## src/rtl/logic_unit_pkg.sv

```systemverilog
// Shared definitions for the serial logic unit: operation encodings and FSM states.
package logic_unit_pkg;

    localparam logic [1:0] OP_AND = 2'b00;
    localparam logic [1:0] OP_OR  = 2'b01;
    localparam logic [1:0] OP_XOR = 2'b10;
    localparam logic [1:0] OP_NOR = 2'b11;

    typedef enum logic [1:0] {
        S_IDLE = 2'b00,
        S_BUSY = 2'b01,
        S_DONE = 2'b10
    } state_t;

endpackage

```

## src/rtl/logic_slice.sv

```systemverilog
// Combinational W-bit bitwise operation mux (AND/OR/XOR/NOR).
module logic_slice
    import logic_unit_pkg::*;
#(
    parameter int W = 8
) (
    input  logic [W-1:0] a,
    input  logic [W-1:0] b,
    input  logic [1:0]   op,
    output logic [W-1:0] y
);

    always_comb begin
        y = '0;
        case (op)
            OP_AND:  y = a & b;
            OP_OR:   y = a | b;
            OP_XOR:  y = a ^ b;
            OP_NOR:  y = ~(a | b);
            default: y = '0;
        endcase
    end

endmodule

```

## src/rtl/logic_unit_serial.sv

```systemverilog
// Multi-cycle bitwise logic unit processing SLICE bits per cycle behind valid/ready handshakes.
// Optional parity output enabled by defining LOGIC_UNIT_PARITY_EN.
module logic_unit_serial
    import logic_unit_pkg::*;
#(
    parameter int WIDTH = 32,
    parameter int SLICE = 8
) (
    input  logic             clk,
    input  logic             reset,
    input  logic             in_valid,
    output logic             in_ready,
    input  logic [1:0]       op,
    input  logic [WIDTH-1:0] first,
    input  logic [WIDTH-1:0] second,
    output logic             out_valid,
    input  logic             out_ready,
    output logic [WIDTH-1:0] result,
    output logic             zero
`ifdef LOGIC_UNIT_PARITY_EN
    ,
    output logic             parity
`endif
);

    localparam int NSLICE = WIDTH / SLICE;
    localparam int CW     = (NSLICE > 1) ? $clog2(NSLICE) : 1;
    localparam logic [CW-1:0] LAST_CNT = CW'(NSLICE - 1);

    state_t           state;
    state_t           state_next;
    logic [CW-1:0]    cnt;
    logic [WIDTH-1:0] a_q;
    logic [WIDTH-1:0] b_q;
    logic [1:0]       op_q;
    logic [SLICE-1:0] a_slice;
    logic [SLICE-1:0] b_slice;
    logic [SLICE-1:0] y_slice;
    logic [WIDTH-1:0] result_next;
    logic             last;

    assign last    = (cnt == LAST_CNT);
    assign a_slice = a_q[cnt*SLICE +: SLICE];
    assign b_slice = b_q[cnt*SLICE +: SLICE];

    logic_slice #(.W(SLICE)) u_slice (
        .a  (a_slice),
        .b  (b_slice),
        .op (op_q),
        .y  (y_slice)
    );

    // Merge the freshly computed slice into the held result; zero/parity look at this full word.
    always_comb begin
        result_next = result;
        result_next[cnt*SLICE +: SLICE] = y_slice;
    end

    always_ff @(posedge clk or posedge reset) begin
        if (reset) state <= S_IDLE;
        else       state <= state_next;
    end

    always_comb begin
        state_next = state;
        in_ready   = 1'b0;
        out_valid  = 1'b0;
        case (state)
            S_IDLE: begin
                in_ready = 1'b1;
                if (in_valid) state_next = S_BUSY;
            end
            S_BUSY: begin
                if (last) state_next = S_DONE;
            end
            S_DONE: begin
                out_valid = 1'b1;
                if (out_ready) state_next = S_IDLE;
            end
            default: state_next = S_IDLE;
        endcase
    end

    // Operand latch, slice counter and result/flag registers.
    always_ff @(posedge clk or posedge reset) begin
        if (reset) begin
            a_q    <= '0;
            b_q    <= '0;
            op_q   <= OP_AND;
            cnt    <= '0;
            result <= '0;
            zero   <= 1'b0;
`ifdef LOGIC_UNIT_PARITY_EN
            parity <= 1'b0;
`endif
        end else begin
            case (state)
                S_IDLE: begin
                    if (in_valid) begin
                        a_q  <= first;
                        b_q  <= second;
                        op_q <= op;
                        cnt  <= '0;
                    end
                end
                S_BUSY: begin
                    result <= result_next;
                    if (last) begin
                        cnt  <= '0;
                        zero <= (result_next == '0);
`ifdef LOGIC_UNIT_PARITY_EN
                        parity <= ^result_next;
`endif
                    end else begin
                        cnt <= cnt + 1'b1;
                    end
                end
                default: ;
            endcase
        end
    end

endmodule

```

## config.mk

```make
export PLATFORM = sky130hd
export DESIGN_NAME = logic_unit_serial
export DESIGN_NICKNAME = d
export VERILOG_FILES = /design/src/rtl/logic_unit_pkg.sv /design/src/rtl/logic_slice.sv /design/src/rtl/logic_unit_serial.sv
export SDC_FILE = /design/constraint.sdc
export NUM_CORES = 1
export LEC_CHECK = 0
export ABC_AREA = 1
export CELL_PAD_IN_SITES_DETAIL_PLACEMENT = 0
export CELL_PAD_IN_SITES_GLOBAL_PLACEMENT = 1
export CORE_MARGIN = 3
export CORE_UTILIZATION = 40
export CTS_BUF_LIST = sky130_fd_sc_hd__clkbuf_8
export DETAILED_ROUTE_END_ITERATION = 10
export GPL_ROUTABILITY_DRIVEN = 0
export PLACE_DENSITY = 0.93
export SLEW_MARGIN = 20
export SYNTH_ARGS = -nofsm -noshare
export SYNTH_HDL_FRONTEND = slang
export SYNTH_SLANG_ARGS = --single-unit
```

## constraint.sdc

```tcl
create_clock -name clk -period 6.9 [get_ports clk]
set_input_delay 1.38 -clock clk [delete_from_list [all_inputs] [get_ports clk]]
set_output_delay 1.38 -clock clk [all_outputs]
set_load 0.005 [all_outputs]
```

# Word level (Yosys, flattened, before mapping)
# Cells that the tools add are included.
# W data, S select, Z words.
[classes]
mux = 11
n_bitwise = 4
n_shift = 4
n_addsub = 2
n_reduce_logical = 8
eq_ne = 9
[ops]
columns = ["op", "n"]
rows = [
  ["$shiftx A32 B6 Y8", 2],
  ["$neg A5 Y34", 1],
  ["$shift A8 B34 Y32 const A", 1],
  ["$shiftx A8 B34 Y32", 1],
  ["$bwmux W32", 1],
  ["$logic_not A32 Y1", 1],
  ["$pmux W8 S4", 1],
  ["$mux W2", 5],
  ["$and A8 B8 Y8", 1],
  ["$eq A2 B2 Y1 const B", 4],
  ["$not A8 Y8", 1],
  ["$or A8 B8 Y8", 1],
  ["$xor A8 B8 Y8", 1],
  ["$ne A2 B2 Y1 const B", 3],
  ["$pmux W2 S3", 1],
  ["$reduce_and A2 Y1", 3],
  ["$eq A2 B1 Y1 const B", 2],
  ["$logic_not A2 Y1", 2],
  ["$pmux W2 S2", 1],
  ["$reduce_and A3 Y1", 1],
  ["$add A2 B1 Y2 const B", 1],
  ["$mux W1", 2],
  ["$reduce_bool A2 Y1", 1],
]
[word_totals]
ff_bits = 103
output_inout_bits = 35
word_cells = 45
inputBits = 70

# Depth between registers and ports, before layout
# Gate-level depths: netlist of run 1.
[logic_depth]
depth_word = 7
ltp_mapped = 20
ltp_nobuf = 19

# Modules after synthesis
# Synthesis of run 1 repeated with hierarchy kept, for this count alone.
[hier_totals]
cells_unflattened = 647
hier_area_um2 = 5669.2
[by_module_without_submodules]
columns = ["module", "area_per_inst_um2", "cells_per_inst", "seq_area_each_um2", "instances"]
rows = [
  ["logic_unit_serial", 5108.6, 561, 2577.5, 1],
  ["logic_slice", 560.5, 86, 0.0, 1],
]

# Worst setup path after synthesis of run 1
# No wires, ideal clock.
[synth_path]
kind = "register to register"
startpoint = "register cnt[0]"
endpoint = "register zero"
path_stages_with_launch = 19
setup_ps = 120
arrival_ps = 2392
t_required_ps = 6780
slack_ps = 4387
path_buffers = 3
cell_sequence = "dfrtp_1 > buf_2 > buf_4 > buf_2 > a21oi_1 > a32oi_1 > inv_1 > ha_1 > inv_1 > nor2_1 > nor2_1 > nor2_2 > nand3_1 > o21ai_0 > nor2_1 > nand2_1 > nor2_1 > nand3_1 > nand2_1"
[synth_between]
elab_chain_len = 7
word_cells_on_any_way = 14
cone_classes = "add/sub: 1; eq/ne: 1; shift: 4; mux: 2; bitwise: 4; reduce/logical: 2"
[synth_lines]
columns = ["element", "line_no", "rtl"]
rows = [
  ["from (decl)", "logic_unit_serial.sv:32", "logic [CW-1:0] cnt;"],
  ["from (signal assigned)", "logic_unit_serial.sv:115", "cnt <= cnt + 1'b1;"],
  ["$shiftx A32 B6 Y8, on equally long branches", "logic_unit_serial.sv:43, logic_unit_serial.sv:44", ""],
  ["$or A8 B8 Y8", "logic_slice.sv:17, logic_slice.sv:19", ""],
  ["$not A8 Y8", "logic_slice.sv:19", "OP_NOR: y = ~(a | b);"],
  ["$pmux W8 S4", "logic_slice.sv:15", "case (op)"],
  ["$shiftx A8 B34 Y32", "logic_unit_serial.sv:56", "result_next[cnt*SLICE +: SLICE] = y_slice;"],
  ["$bwmux W32", "logic_unit_serial.sv:56", ""],
  ["$logic_not A32 Y1", "logic_unit_serial.sv:110", "zero <= (result_next == '0);"],
  ["to (signal assigned)", "logic_unit_serial.sv:110", ""],
  ["to (decl)", "logic_unit_serial.sv:19", "output logic zero"],
]
# Parallel ways exist; a longest one is shown, timed or not.
# A chain may end at the register's enable or synchronous reset.

# Worst setup path after layout of run 1
[layout_path]
startpoint = "register cnt[1]"
endpoint = "register zero"
# Same word-level chain as after synthesis.

==> flow_metrics.py, run 1 <==
metrics = {
    "cells_and_area": {
        "drive_gt1_share_pct": 10.8,
        "layout.cells.non_filler": 942,
        "final_area_um2": 6970,
        "diodes": 0,
        "n_fill_cell": 1231,
        "nNetsFinal": 853,
        "area_delta_synth_final_pct": 23.7,
    },
    "clock_tree": {
        "numCtsBuffers": 9,
        "clk_pin_slew_ns": 0.10,
        "cts_tree": "built",
        "cts_setup_buffers": 0,
        "cts_num_sinks": 103,
        "post_cts_resized": 0,
        "clk_latency_ns": 0.38,
        "root_buffer": "clkbuf_8",
        "cts_max_path_buffers": 2,
        "htreeDepth": 3,
        "hold_buffers": 0,
    },
    "setup_path": {
        "crit_top_cell": "nand2_1",
        "cp_slowest_cell": "clkinv_1",
        "required_ns": 7.17,
        "critPathMaxStageDelay_ns": 0.79,
        "crit_arrival_ns": 3.66,
        "path_max_fanout": 36,
        "startpoint_type": "flop",
        "cp_cell_sequence": "clkinv_1 > a32oi_1 > inv_1 > ha_1 > nand3_1 > nand2_1 > nand2_1 > nand4_1 > o21ai_0 > nor2_1 > nand2_1 > nor2_1 > nand3_1 > nand2_1",
        "criticalPathCategory": "flop to flop",
        "setup.worst_path.end_class": "flop",
    },
    "synth": {
        "synth-simple-area-share_pct": 21.7,
        "muxShareOfSynthArea_pct": 9.59,
        "syn_area_um2": 5640,
        "ys.flop_type": "dfrtp_1",
        "ys_seq_area_share_pct": 45.7,
        "avgSynthCellArea_um2": 8.37,
        "netlist.top_cell.by_area": "dfrtp_1",
        "synth-compound-area-share_pct": 9.55,
        "synth_top_area_share_pct": 45.7,
        "synth_cell_types": 30,
        "yosys.area_share.adder_pct": 4.88,
        "synth-async-reset-ratio_pct": 100,
        "synth_xor_area_share_pct": 0,
        "syn-num-nets": 765,
        "synth_top_family_by_area": "simple AND/OR/NAND/NOR gates",
        "synth_edf_count": 0,
        "synthCells": 673,
        "synth.most_common_cell": "nand2_1",
        "yosysWarnings": 0,
        "synth_area_leaders": "dfrtp_1 46%, nand2_1 12%, mux2_2 9.6%, inv_1 5.3%, ha_1 4.9%",
        "synth.ff_latch_count": 103,
        "synth_top_cells_by_count": "177 x nand2_1, 103 x dfrtp_1, 79 x inv_1, 73 x nor2_1, 48 x mux2_2",
    },
    "timing": {
        "fmax_mhz": 295,
        "period_minus_slack_ns": 3.39,
        "hold_ws_ns": 0.514,
        "hold_viol_final": 0,
        "worst_slew_pin_slew_ns": 0.983,
        "rsz0062_at_grt": "no",
        "layout_worst_path_cycle_share_pct": 49.1,
        "setup_viol_count_final": 0,
        "maxSlewViolCount": 0,
        "finalSetupTns_ns": 0,
        "clock_skew_ns": 0.00955,
        "maxSlewHeadroom_pct": 34.1,
    },
    "pwr": {
        "peakVddDrop_uv": 306,
        "power_mw": 3.29,
        "cellPowerDensity_nw_per_um2": 472,
        "power.leakage_nw": 3.30,
    },
    "global_route": {
        "antenna_found_initial": 0,
        "grt_max_degree": 87,
        "track_usage_pct": 18.5,
        "overflow": 0,
        "grt_pass1_vias": 4708,
        "grt_pass1_wl_um": 23500,
    },
    "floorplanning": {
        "num_io_pins": 105,
        "start_util_pct": 41.7,
        "die_h_um": 125,
        "rows": 42,
        "core_area_um2": 13500,
        "fp.dieW_um": 125,
        "die-area_um2": 15500,
    },
    "detailed_routing": {
        "routed-via-count": 4870,
        "drc": 0,
        "ant_nets": 0,
        "routed_via_density": 5.17,
        "drtIter0Drc": 406,
        "wl_per_cell_um": 15.3,
        "routed_wirelength_um": 14400,
        "dr.pass1.iters": 7,
    },
    "placed_design": {
        "placed_area_um2": 6770,
        "portBuffers": 104,
        "placed_cells": 926,
        "dpl.hpwl_um": 10800,
    },
    "worst_hold_path": {
        "hp-class": "flop to flop",
    },
    "outcome": {
        "status": "finished clean",
    },
    "run": {
        "maxCapViolCount": 0,
    },
}
report_power, final:
| part | total [mW] | internal (mW) | leakage (nW) | switching, mW |
|---|---|---|---|---|
| Clock | 0.383 | 0.169 | 0.103 | 0.214 |
| Sequential | 1.10 | 0.894 | 1.24 | 0.208 |
| Combinational | 1.80 | 0.752 | 1.96 | 1.05 |
per-layer routing:
layer / track usage, % / share of wire [%] / vias to the layer above / wire length [um]
met4: 6.32 / 1.8 / 0 / 252
met2: 30.6 / 49 / 181 / 7010
met1: 24.3 / 44 / 2316 / 6290
met5: 0 / 0 / - / 0
li1: - / - / 2351 / -
met3: 3.86 / 5.9 / 22 / 843
worst paths after layout:
check,start,to,slack (ns),cells past startpoint
worst max-delay path,cnt[1],zero,3.51,14
worst min-delay path,result[15],result[15],0.51,2
worst max register to register,cnt[1],zero,3.51,14
worst min register to register,result[15],result[15],0.51,2
max in group asynchronous,reset,cnt[0],4.34,3
min in group asynchronous,reset,a_q[6],1.52,2
metrics by stage:
step / utilization, % / setup WS (ns)
6_report: 51.6 / 3.51
5_1_grt: 51.6 / 3.17
4_1_cts: 51.6 / 3.54
3_5_place_dp: 50.2 / 3.55
3_3_place_gp: 50.2 / 3.66
2_1_floorplan: - / 2.82
cell usage in the layout, fill, tap and decap left out, drive strengths merged:
cell           instances
dfrtp                103
a31oi                 10
a32oi                 16
mux2                  48
inv                   85
o21bai                 2
clkbuf                 9
nand3                 21
clkdlybuf4s50        104
buf                    3
nor3                   3
ha                    22
clkinv                 5
nand2                180
bufinv                 1
a21oi                 35
nand4                 12
o21ai                 25
nor2                  78
clkinvlp               1
a21boi                 1
o22ai                  2
sequential cells by signal, indices dropped and copies added, names as in the netlist:
register / count
b_q: 32
cnt: 2
result: 32
op_q: 2
state: 2
zero: 1
a_q: 32
kinds of logic (layout without fill, tap and decap cells):
kind of cell / Yosys count / after routing
AOI/OAI and AO/OA: 91 / 91
adders and majority gates: 22 / 22
buffers and inverters: 115 / 208
DFF: 103 / 103
muxes: 48 / 48
and+or+nand+nor: 294 / 294
area by class of cell:
class	count	area [um^2]	area share (%)
sequential	103	2580	37.0
clock inverter	7	71.3	1.02
tap	176	220	3.16
multi-input combinational	455	2580	37.1
clock buffer	9	124	1.78
inverter	85	329	4.72
timing repair buffer	107	1060	15.3
worst max-delay path: cells and delay by family, from the launching register on:
kind / cells / cell delay (ns)
simple gates: 9 / 0.79
flops: 1 / 0.42
fa+ha+maj: 1 / 0.22
compound gates: 2 / 0.96
buf+inv: 2 / 0.88
(Power assumes the default switching activity.)
==> inputs of run 2 (changes only) <==
- clock period: 6.9 -> 3.37 ns (I/O delays scaled with it)
==> flow_metrics.py, run 2 (same netlist as run 1, synthesis figures left out) <==
metrics = {
    "floorplanning": {
        "rows": 42,
        "fp.dieW_um": 125,
        "start_util_pct": 41.7,
        "die_h_um": 125,
        "num_io_pins": 105,
        "die-area_um2": 15500,
        "core_area_um2": 13500,
    },
    "global_route": {
        "grt_max_degree": 104,
        "grt_pass1_wl_um": 23800,
        "track_usage_pct": 19.0,
        "antenna_found_initial": 0,
        "grt_pass1_vias": 4795,
        "overflow": 0,
    },
    "pwr": {
        "power.leakage_nw": 3.33,
        "power_mw": 6.82,
        "peakVddDrop_uv": 530,
        "cellPowerDensity_nw_per_um2": 968,
    },
    "placed_design": {
        "dpl.hpwl_um": 10800,
        "portBuffers": 104,
        "placed_area_um2": 6850,
    },
    "timing": {
        "setup_viol_count_final": 0,
        "worst_slew_pin_slew_ns": 0.958,
        "hold_viol_final": 0,
        "clock_skew_ns": 0.0174,
        "period_minus_slack_ns": 2.96,
        "maxSlewHeadroom_pct": 36.0,
        "layout_worst_path_cycle_share_pct": 87.9,
        "rsz0062_at_grt": "no",
        "maxSlewViolCount": 0,
        "finalSetupTns_ns": 0,
        "hold_ws_ns": 0.518,
        "fmax_mhz": 338,
    },
    "setup_path": {
        "criticalPathCategory": "flop to flop",
        "path_max_fanout": 32,
        "r2r_slack_ns": 0.41,
        "setup.worst_path.end_class": "flop",
        "required_ns": 3.71,
        "crit_arrival_ns": 3.30,
        "startpoint_type": "flop",
    },
    "clock_tree": {
        "root_buffer": "clkbuf_8",
        "clk_latency_ns": 0.40,
        "cts_max_path_buffers": 2,
        "clk_pin_slew_ns": 0.11,
        "post_cts_resized": 0,
        "hold_buffers": 0,
        "cts_tree": "built",
        "numCtsBuffers": 9,
        "cts_num_sinks": 103,
        "cts_setup_buffers": 0,
        "htreeDepth": 3,
    },
    "cells_and_area": {
        "multiInputGateArea_um2": 2580,
        "diodes": 0,
        "area_delta_synth_final_pct": 25.1,
        "drive_gt1_share_pct": 11.7,
        "final_area_um2": 7050,
        "final_cell_mix": "176 x nand2_1, 104 x clkdlybuf4s50_1, 102 x dfrtp_1, 78 x inv_1, 73 x nor2_1",
        "top_regs": "a_q (32), b_q (32), result (32)",
        "layout_commonest_cell": "nand2_1",
        "n_fill_cell": 1265,
        "nNetsFinal": 859,
        "register_area_um2": 2580,
    },
    "detailed_routing": {
        "dr.pass1.iters": 5,
        "drc": 0,
        "drtIter0Drc": 481,
        "ant_nets": 0,
        "routed_via_density": 5.15,
        "routed-via-count": 4881,
        "wl_per_cell_um": 15.3,
        "routed_wirelength_um": 14500,
    },
    "worst_hold_path": {
        "hp-class": "flop to flop",
    },
    "outcome": {
        "status": "finished clean",
    },
    "run": {
        "maxCapViolCount": 0,
    },
}
-- run 2: changes by cell type in the layout (fill, tap and decap cells not counted) --
cell,change
buf_12,+2
buf_4,+4
clkinv_2,-1
clkinvlp_4,+3
inv_1,-1
inv_4,-1
inv_6,-1
inv_8,+1
-- run 2: cell type report --
class                      count  area share [%]
clock inverter                 7            1.14
inverter                      85            4.69
timing repair buffer         113            16.1
multi-input combinational    455            36.6
tap                          176            3.12
sequential                   103            36.6
clock buffer                   9            1.76
-- run 2: worst paths after layout --
kind | cells after the start | startpoint | to
hold / removal | 2 | result[30] | result[30]
setup / recovery | 17 | cnt[1] | zero
max in group asynchronous | 3 | reset | cnt[0]
min in group asynchronous | 3 | reset | a_q[11]
hold reg to reg | 2 | result[30] | result[30]
setup reg to reg | 17 | cnt[1] | zero
-- run 2: critical path: stages (launching register included) --
cell      delay (ns)
dfrtp_1         0.46
clkinv_1        0.14
buf_4           0.34
a21oi_1         0.07
a32oi_1         0.36
inv_1           0.10
ha_1            0.30
nand2_1         0.06
nand2_1         0.05
nand2_1         0.05
nand2_1         0.10
a21boi_0        0.25
nand3_1         0.13
nor2_1          0.14
nand2_1         0.08
nor2_2          0.13
nand3_1         0.07
nand2_1         0.06
-- run 2: power by group --
part,internal (mW),total [mW],leakage (nW),switching [mW]
Combinational,1.58,3.71,1.99,2.13
Clock,0.352,0.819,0.0953,0.467
Sequential,1.83,2.30,1.24,0.467
Total,3.76,6.82,3.33,3.06
-- run 2: stage by stage --
step                      util (%)  worst slack, ns  std cells
final                         52.2            0.407        948
after global routing          52.2            0.141        948
after CTS                     52.2            0.475        948
after detailed placement      50.7            0.502        932
after global placement        50.7            0.568        932
after floorplan                  -            0.857        673
-- run 2: routing by layer --
metal  wire length [um]  GRT usage [%]  part of all wire [%]
met1               6380           25.6                    44
met2               7050           30.7                    49
met3                785           3.95                   5.4
met4                252           6.06                   1.7
met5                  0              0                     0
==> inputs of run 3 (changes only) <==
- SLEW_MARGIN: 20 -> default
==> results of run 3 <==
No change in the layout: final DEF, timing and power equal those of run 2.
